## config.mk

```make
export PLATFORM = sky130hd
export DESIGN_NAME = uart_rx_param
export DESIGN_NICKNAME = d
export VERILOG_FILES = /design/src/rtl/uart_rx_param.sv
export SDC_FILE = /design/constraint.sdc
export NUM_CORES = 1
export LEC_CHECK = 0
export CORE_ASPECT_RATIO = 0.8
export CORE_MARGIN = 2
export CORE_UTILIZATION = 45
export DETAILED_ROUTE_END_ITERATION = 7
export GPL_ROUTABILITY_DRIVEN = 0
export GPL_TIMING_DRIVEN = 0
export PLACE_DENSITY = 0.69
export RECOVER_POWER = 25
export SYNTH_ARGS = -nofsm -noshare
export SYNTH_HDL_FRONTEND = slang
export SYNTH_SLANG_ARGS = --single-unit
export TNS_END_PERCENT = 100
```

## constraint.sdc

```tcl
create_clock -name clk_in -period 2.5 [get_ports clk_in]
set_input_delay 0.75 -clock clk_in [delete_from_list [all_inputs] [get_ports clk_in]]
set_output_delay 0.75 -clock clk_in [all_outputs]
set_load 0.01 [all_outputs]
```

## src/rtl/uart_rx_param.sv

```systemverilog
// uart_rx_param: oversampling UART receiver (2-FF sync, 3-sample majority vote, parity/framing/break/overrun).
// Build option UART_RX_FIFO_EN: FIFO_DEPTH-entry receive FIFO; otherwise a single holding register.
module uart_rx_param #(
   parameter int CLK_FREQ   = 50_000_000,
   parameter int BAUD       = 9600,
   parameter int OVERSAMPLE = 16,
   parameter int DATA_BITS  = 8,
   parameter int PARITY     = 0,
   parameter int STOP_BITS  = 1,
   parameter int FIFO_DEPTH = 4
) (
   input  logic                 clk_in,
   input  logic                 reset,
   input  logic                 rx,
   input  logic                 rd_en,
   output logic [DATA_BITS-1:0] dout,
   output logic                 dout_perr,
   output logic                 dout_ferr,
   output logic                 empty,
   output logic                 rcv,
   output logic                 break_det,
   output logic                 overrun
);
   localparam int DIV  = CLK_FREQ / (BAUD * OVERSAMPLE);
   localparam int DIVW = (DIV > 1) ? $clog2(DIV) : 1;
   localparam int SCW  = $clog2(OVERSAMPLE);
   localparam int EW   = DATA_BITS + 2;
   localparam logic [DIVW-1:0] DIV_LAST     = DIVW'(DIV - 1);
   localparam logic [SCW-1:0]  SC_S0        = SCW'(OVERSAMPLE/2 - 1);
   localparam logic [SCW-1:0]  SC_S1        = SCW'(OVERSAMPLE/2);
   localparam logic [SCW-1:0]  SC_VOTE      = SCW'(OVERSAMPLE/2 + 1);
   localparam logic [SCW-1:0]  SC_LAST      = SCW'(OVERSAMPLE - 1);
   localparam logic [3:0]      BC_DATA_LAST = 4'(DATA_BITS - 1);
   localparam logic [3:0]      BC_STOP_LAST = 4'(STOP_BITS - 1);

   typedef enum logic [2:0] {S_IDLE, S_START, S_DATA, S_PARITY, S_STOP} state_t;

   state_t               state_q, state_d;
   logic [DIVW-1:0]      div_q, div_d;
   logic [SCW-1:0]       sc_q, sc_d;
   logic [3:0]           bc_q, bc_d;
   logic [DATA_BITS-1:0] sh_q, sh_d;
   logic rx_s1_q, rx_s_q;
   logic s0_q, s0_d, s1_q, s1_d;
   logic perr_q, perr_d, ferr_q, ferr_d, zero_q, zero_d;
   logic wait_q, wait_d, done_q, done_d;
   logic tick, vote, exp_par;

   assign tick    = (div_q == DIV_LAST);
   assign div_d   = tick ? '0 : div_q + DIVW'(1);
   assign vote    = (s0_q & s1_q) | (s0_q & rx_s_q) | (s1_q & rx_s_q);
   assign exp_par = (PARITY == 1) ? ~(^sh_q) : (^sh_q);

   always_comb begin
      state_d = state_q;
      sc_d    = sc_q;
      bc_d    = bc_q;
      s0_d    = s0_q;
      s1_d    = s1_q;
      sh_d    = sh_q;
      perr_d  = perr_q;
      ferr_d  = ferr_q;
      zero_d  = zero_q;
      wait_d  = wait_q & ~rx_s_q;
      done_d  = 1'b0;
      if (tick) begin
         if (state_q == S_IDLE) begin
            sc_d = '0;
            // after a framing error the line may still be low; hold off until it idles high
            if (!rx_s_q && !wait_q) begin
               state_d = S_START;
               bc_d    = '0;
               perr_d  = 1'b0;
               ferr_d  = 1'b0;
               zero_d  = 1'b1;
            end
         end else begin
            sc_d = (sc_q == SC_LAST) ? '0 : sc_q + SCW'(1);
            if (sc_q == SC_S0) s0_d = rx_s_q;
            if (sc_q == SC_S1) s1_d = rx_s_q;
            if (sc_q == SC_VOTE) begin
               if (vote) zero_d = 1'b0;
               case (state_q)
                  S_START:  if (vote) begin
                     state_d = S_IDLE;
                     sc_d    = '0;
                  end
                  S_DATA:   sh_d = {vote, sh_q[DATA_BITS-1:1]};
                  S_PARITY: perr_d = (vote != exp_par);
                  S_STOP: begin
                     if (!vote) ferr_d = 1'b1;
                     if (bc_q == BC_STOP_LAST) begin
                        state_d = S_IDLE;
                        sc_d    = '0;
                        done_d  = 1'b1;
                        wait_d  = ferr_q | ~vote;
                     end
                  end
                  default: ;
               endcase
            end
            if (sc_q == SC_LAST) begin
               case (state_q)
                  S_START: begin
                     state_d = S_DATA;
                     bc_d    = '0;
                  end
                  S_DATA: begin
                     if (bc_q == BC_DATA_LAST) begin
                        state_d = (PARITY != 0) ? S_PARITY : S_STOP;
                        bc_d    = '0;
                     end else begin
                        bc_d = bc_q + 4'd1;
                     end
                  end
                  S_PARITY: begin
                     state_d = S_STOP;
                     bc_d    = '0;
                  end
                  S_STOP:  bc_d = bc_q + 4'd1;
                  default: ;
               endcase
            end
         end
      end
   end

   always_ff @(posedge clk_in or negedge reset) begin
      if (!reset) begin
         state_q <= S_IDLE;
         div_q   <= '0;
         sc_q    <= '0;
         bc_q    <= '0;
         sh_q    <= '0;
         rx_s1_q <= 1'b1;
         rx_s_q  <= 1'b1;
         s0_q    <= 1'b0;
         s1_q    <= 1'b0;
         perr_q  <= 1'b0;
         ferr_q  <= 1'b0;
         zero_q  <= 1'b0;
         wait_q  <= 1'b0;
         done_q  <= 1'b0;
      end else begin
         state_q <= state_d;
         div_q   <= div_d;
         sc_q    <= sc_d;
         bc_q    <= bc_d;
         sh_q    <= sh_d;
         rx_s1_q <= rx;
         rx_s_q  <= rx_s1_q;
         s0_q    <= s0_d;
         s1_q    <= s1_d;
         perr_q  <= perr_d;
         ferr_q  <= ferr_d;
         zero_q  <= zero_d;
         wait_q  <= wait_d;
         done_q  <= done_d;
      end
   end

   logic          full, pop, push;
   logic [EW-1:0] wdata;

   // frame fields stay stable in the completion cycle: the next START needs another tick
   assign wdata     = {perr_q, ferr_q, sh_q};
   assign pop       = rd_en & ~empty;
   assign push      = done_q & (~full | pop);
   assign rcv       = done_q;
   assign break_det = done_q & zero_q;
   assign overrun   = done_q & full & ~pop;

`ifdef UART_RX_FIFO_EN
   localparam int AW = $clog2(FIFO_DEPTH);
   logic [EW-1:0] mem_q [FIFO_DEPTH];
   logic [AW:0]   wp_q, rp_q;

   assign empty = (wp_q == rp_q);
   assign full  = (wp_q == {~rp_q[AW], rp_q[AW-1:0]});

   always_ff @(posedge clk_in or negedge reset) begin
      if (!reset) begin
         wp_q <= '0;
         rp_q <= '0;
         for (int i = 0; i < FIFO_DEPTH; i++) mem_q[i] <= '0;
      end else begin
         if (push) begin
            mem_q[wp_q[AW-1:0]] <= wdata;
            wp_q <= wp_q + (AW+1)'(1);
         end
         if (pop) rp_q <= rp_q + (AW+1)'(1);
      end
   end

   assign {dout_perr, dout_ferr, dout} = mem_q[rp_q[AW-1:0]];
`else
   localparam int unused_fifo_depth = FIFO_DEPTH;
   logic          vld_q;
   logic [EW-1:0] hold_q;

   assign empty = ~vld_q;
   assign full  = vld_q;

   always_ff @(posedge clk_in or negedge reset) begin
      if (!reset) begin
         vld_q  <= 1'b0;
         hold_q <= '0;
      end else begin
         if (push) hold_q <= wdata;
         vld_q <= push | (vld_q & ~pop);
      end
   end

   assign {dout_perr, dout_ferr, dout} = hold_q;
`endif

endmodule
```

=== After elaboration in Yosys (flattened, before gate mapping) ===
Index checks and enable logic that the tools add are counted.

* $mul: 0
* Equality and inequality tests: 13
* Reduce and logical (&&, ||, !) cells: 21
* Muxes and demuxes: 43
* Divide/modulo/power cells: 0
* Bitwise logic cells: 20
* Add/subtract/negate cells: 3
* $lt $le $gt $ge: 0
* Shift-type cells: 0

{| class="wikitable"
|+ Operators with widths
! kind !! count
|-
| $mux W4 || 9
|-
| $mux W1 || 22
|-
| $mux W3 || 7
|-
| $reduce_and A4 Y1 || 4
|-
| $eq A4 B4 Y1 const B || 3
|-
| $pmux W4 S3 || 1
|-
| $and A1 B1 Y1 || 10
|-
| $reduce_bool A2 Y1 || 5
|-
| $add A9 B1 Y9 const B || 1
|-
| $eq A9 B9 Y1 const B || 1
|-
| $mux W9 || 1
|-
| $pmux W3 S3 || 1
|-
| $add A4 B1 Y4 const B || 2
|-
| $eq A4 B3 Y1 const B || 2
|-
| $pmux W4 S2 || 1
|-
| $reduce_xor A8 Y1 || 1
|-
| $eq A3 B2 Y1 const B || 2
|-
| $pmux W3 S2 || 1
|-
| $reduce_and A3 Y1 || 2
|-
| $not A1 Y1 || 5
|-
| $or A1 B1 Y1 || 5
|-
| $reduce_and A5 Y1 || 1
|-
| $logic_not A4 Y1 || 1
|-
| $ne A2 B1 Y1 const B || 2
|-
| 9 further kinds || 10
|}

* Bits in read-only memories: 0
* Memories: 0
* Bits of input ports: 4
* Logic and storage cells: 116
* Bits in latches: 0
* RAM bits: 0
* Flip-flop bits (word level): 48

=== Depth between registers and ports, before layout ===
* Depth after elaboration: 10
* Depth in mapped cells: 8

=== Worst setup path before layout ===
No wires, ideal clock.

* Path kind: register to register
* Start: reg state_q[0]
* End: reg sc_q[2]
* Library setup time: 126 ps
* Cell stages (with the launch flop): 7
* Path buffers: 1
* Slack: 516 ps
* Period minus slack after synthesis: 1,984 ps
* Required time: 2,374 ps
* Data arrival time: 1,858 ps
* Path through: dfrtp_1 > buf_2 > or3b_4 > or4b_4 > o31ai_2 > a21oi_2 > a221o_1

* Word-level cells in the longest chain between the ends: 4
* Elaborated cells on any way between the ends: 6
* Classes of those cells: eq/ne: 2; mux: 3; reduce/logical: 1

{| class="wikitable"
|+ RTL lines
! what !! RTL line !! text
|-
| start: declaration || 38 || <nowiki>state_t state_q, state_d;</nowiki>
|-
| start signal: assignment || 145 || <nowiki>state_q <= state_d;</nowiki>
|-
| $eq A3 B3 Y1 / $eq A3 B1 Y1 (equally long branches) || 83 || <nowiki>case (state_q)</nowiki>
|-
| $pmux W4 S2 || 83 ||
|-
| $mux W4 || 81 || <nowiki>if (sc_q == SC_VOTE) begin</nowiki>
|-
| $mux W4 (*) || 67 || <nowiki>if (state_q == S_IDLE) begin</nowiki>
|-
| end signal: assignment || 132 || <nowiki>sc_q <= '0;</nowiki>
|-
| end signal: assignment || 147 || <nowiki>sc_q <= sc_d;</nowiki>
|-
| end: declaration || 40 || <nowiki>logic [SCW-1:0] sc_q, sc_d;</nowiki>
|}

Mark *: on every way between the ends. The rest lies on a longest branch, timed or not.
A chain may end at the register's enable or synchronous reset.

=== Worst setup path after layout ===
* Start: in rd_en
* End: out overrun

* Word-level cells in the longest chain between the ends: 3

{| class="wikitable"
|+ RTL lines
! what !! RTL line !! text
|-
| start: declaration || 15 || <nowiki>input logic rd_en,</nowiki>
|-
| $and A1 B1 Y1 || 167 || <nowiki>assign pop = rd_en & ~empty;</nowiki>
|-
| $not A1 Y1 || 171 || <nowiki>assign overrun = done_q & full & ~pop;</nowiki>
|-
| $and A1 B1 Y1 || 171 ||
|-
| end: declaration || 22 || <nowiki>output logic overrun</nowiki>
|}

No other way between the ends.

==> qor.csv <==
stage,metric,value,unit
worst_setup_path,arrival,1.63,ns
floorplan,ioPinCount,18,
outcome,status,completed,
finish,n_antenna_cell,0,
synth,synth.distinct_cells,49,
sta,rsz0062_at_grt,no,
flow_run,cap_violations,0,
sta,finalCritPeriodShare,95.2,%
worst_setup_path,critPathKind,in -> out,
synth,synth_top_flop_cell,dfrtp_1,
cts,cts_root_buf,clkbuf_8,
cts,cts_tree,yes,
finish,drive_gt1_share,16.3,%
cts,numCtsBuffers,5,
synth,synth-edff-count,0,
cts,htreeDepth,2,
synth,synth-seq-cells,48,
synth,postSynthAreaPerCell,11.0,µm²
worst_setup_path,path_max_fanout,3,
floorplan,core.rowCount,23,
sta,fin_setup_tns,0,ns
global_route,grt_pass1_vias,1457,
cts,clk_latency,0.30,ns
finish,fin_nets,249,
sta,fmax,0.420,GHz
floorplan,fp.dieW,84.8,µm
sta,hold_viol,0,
synth,synth-xor-area-share,5.59,%
floorplan,die_area,5820,µm²
global_route,track_usage,15.2,%
cts,cts.clk_slew.worst_paths,0.08,ns
floorplan,floorplan.initialDensity,46.9,%
sta,max_slew.worst_pin.slew,1.17,ns
cts,cts_buffer_depth,2,
power_and_ir_drop,power_density,514,nW/µm²
route,avgRoutedWirePerCell,13.9,µm
synth,yosys.area_share.adder,3.73,%
synth,synth_top_family_by_area,simple AND/OR/NAND/NOR gates,
hold_path,min_path_type,reg -> reg,
power_and_ir_drop,peakVddDrop,341,µV
route,drc,0,
global_route,antenna_found_initial,0,
synth,synthesis.nets,224,
sta,max-slew-margin-rel,22.3,%
global_route,grt_overflow,0,
route,drtIter0Drc,92,
route,dr.pass1.iters,4,
sta,slew_violations,0,
floorplan,die_y,68.6,µm
finish,final_core_utilization,54.5,%
global_route,grt_max_degree,28,
finish,area_growth,16.1,%
sta,clock_skew,0.00638,ns
sta,hold_ws,0.358,ns
placement,io_buffers,17,
synth,muxShareOfSynthArea,9.54,%
synth,syn_area,2350,µm²
finish,finalNonFillerCells,301,
worst_setup_path,end_kind,primary output,
floorplan,core,5010,µm²
synth,netlist_instances,213,
worst_setup_path,critPathLaunchType,input port,
synth,synth_compound_area_share,8.90,%
cts,clock-sinks,48,
placement,placed_cells,293,
sta,finalCriticalPeriod,2.38,ns
route,vias,1628,
synth,synthSimpleGateAreaFrac,17.7,%
route,ant_nets,0,
synth,ys_warn_count,0,
power_and_ir_drop,p_leak,1.24,nW
synth,ys_seq_area_share,51.3,%
sta,setup_violations,0,
synth,synthArstFlopShare,100,%
global_route,grt_pass1_wl,6.88,mm
route,totalWireLength,4.18,mm
placement,hpwl,3.05,mm
worst_setup_path,crit_required,1.75,ns
route,via_per_inst,5.41,
cts,postCtsHoldBufs,0,
-- flip-flops by register name (all words and copies together), names as in the netlist --
register and flops:
s1_q 1, sh_q 8, full 1, rcv 1, state_q 3, perr_q 1
rx_s_q 1, sc_q 4, div_q 9, rx_s1_q 1, bc_q 4, s0_q 1
zero_q 1, hold_q 10, wait_q 1, ferr_q 1
-- through the flow --
stage	total power, W	setup WS, ns	instance area [µm²]
global route	0.00145	0.0121	2730
floorplan	0.000798	0.516	2350
global placement	0.000819	-0.729	2600
detailed placement	0.000822	-0.172	2610
CTS	0.00142	0.0883	2740
finish	0.00140	0.120	2730
-- routing by layer --
layer | global-route usage [%] | vias up | wire length, µm
met2 | 21.9 | 29 | 1660
met5 | 0 | - | 0
met4 | 5.56 | 0 | 61
met3 | 3.69 | 10 | 153
li1 | - | 802 | -
met1 | 22.3 | 787 | 2300
-- Yosys cell counts, drive strengths merged, types with 2 or more instances --
cell	n	share of area (%)
clkbuf	4	0.64
nor3b	4	1.3
nand2b	2	0.53
dfrtp	46	49
or4b	2	1.0
nor2	16	2.7
a21oi	5	1.2
nand2	12	1.9
xor2	6	2.2
buf	2	0.69
o21ai	10	2.1
dfstp	2	2.2
nand3	10	2.1
o31ai	2	0.85
nor4	3	0.80
inv	12	1.9
a31oi	4	1.1
mux2	19	9.1
xnor2	9	3.4
nand3b	3	0.96
and2	3	0.80
and3	4	1.1
nor3	5	1.1
nor2b	2	0.53
or4	2	0.64
ha	7	3.7
-- final timing paths --
path | from | endpoint | slack (ns) | cells past startpoint
setup / recovery | rd_en | overrun | 0.12 | 4
hold reg to reg | rx_s1_q | rx_s_q | 0.36 | 0
hold / removal | rx_s1_q | rx_s_q | 0.36 | 0
setup reg to reg | div_q[0] | perr_q | 0.29 | 8
min in group asynchronous | reset | state_q[1] | 0.66 | 1
max in group asynchronous | reset | sh_q[5] | 0.59 | 2
-- report_power, final --
part           internal, W   total, W  leakage (nW)  switching (W)
Combinational   0.00000494  0.0000213         0.531      0.0000163
Clock             0.000353   0.000601        0.0645       0.000248
Sequential        0.000779   0.000780         0.650     0.00000145
Total              0.00114    0.00140          1.24       0.000266
-- cells by family (layout without fill, tap and decap cells) --
family          after synthesis  count (layout)
compound gates               31              31
xor+xnor                     15              15
simple gates                 74              74
mux                          20              20
fa+ha+maj                     7               7
buf+inv                      18              44
flops                        48              48
-- worst max-delay path, cell delays in order --
cell	delay (ns)
clkdlybuf4s50_1	0.39
nand2b_1	0.17
nor2_1	0.09
clkdlybuf4s15_1	0.24
-- cells in the final DEF (no fill, tap or decap), drive strengths merged, types with 2 or more instances in the layout --
cell           count
nand2             12
o31ai              2
and3               4
nor3b              4
dfstp              2
o21ai             10
mux2              19
buf                2
clkdlybuf4s50     14
or4b               2
xnor2              9
nor4               3
a31oi              4
nor2b              2
clkbuf            13
a21oi              5
inv               12
dfrtp             46
nor3               5
nand3             10
ha                 7
nand3b             3
nor2              16
nand2b             2
and2               3
xor2               6
or4                2
-- repair_timing --
action                                  CTS  global route
endpoints found under the setup margin    1             2
setup buffers                             0             0
resized for setup                         1             2
-- cell type report --
cell class              count  area, µm²
plain buffers               6       31.3
clock buffers               7       96.3
clock inverters             1       30.0
fillers                   454       2280
inverters                  12       45.0
multi-input cells         147       1070
flip-flops and latches     48       1200
well taps                  62       77.6
repair buffers             18        169
(Power assumes the default switching activity.)
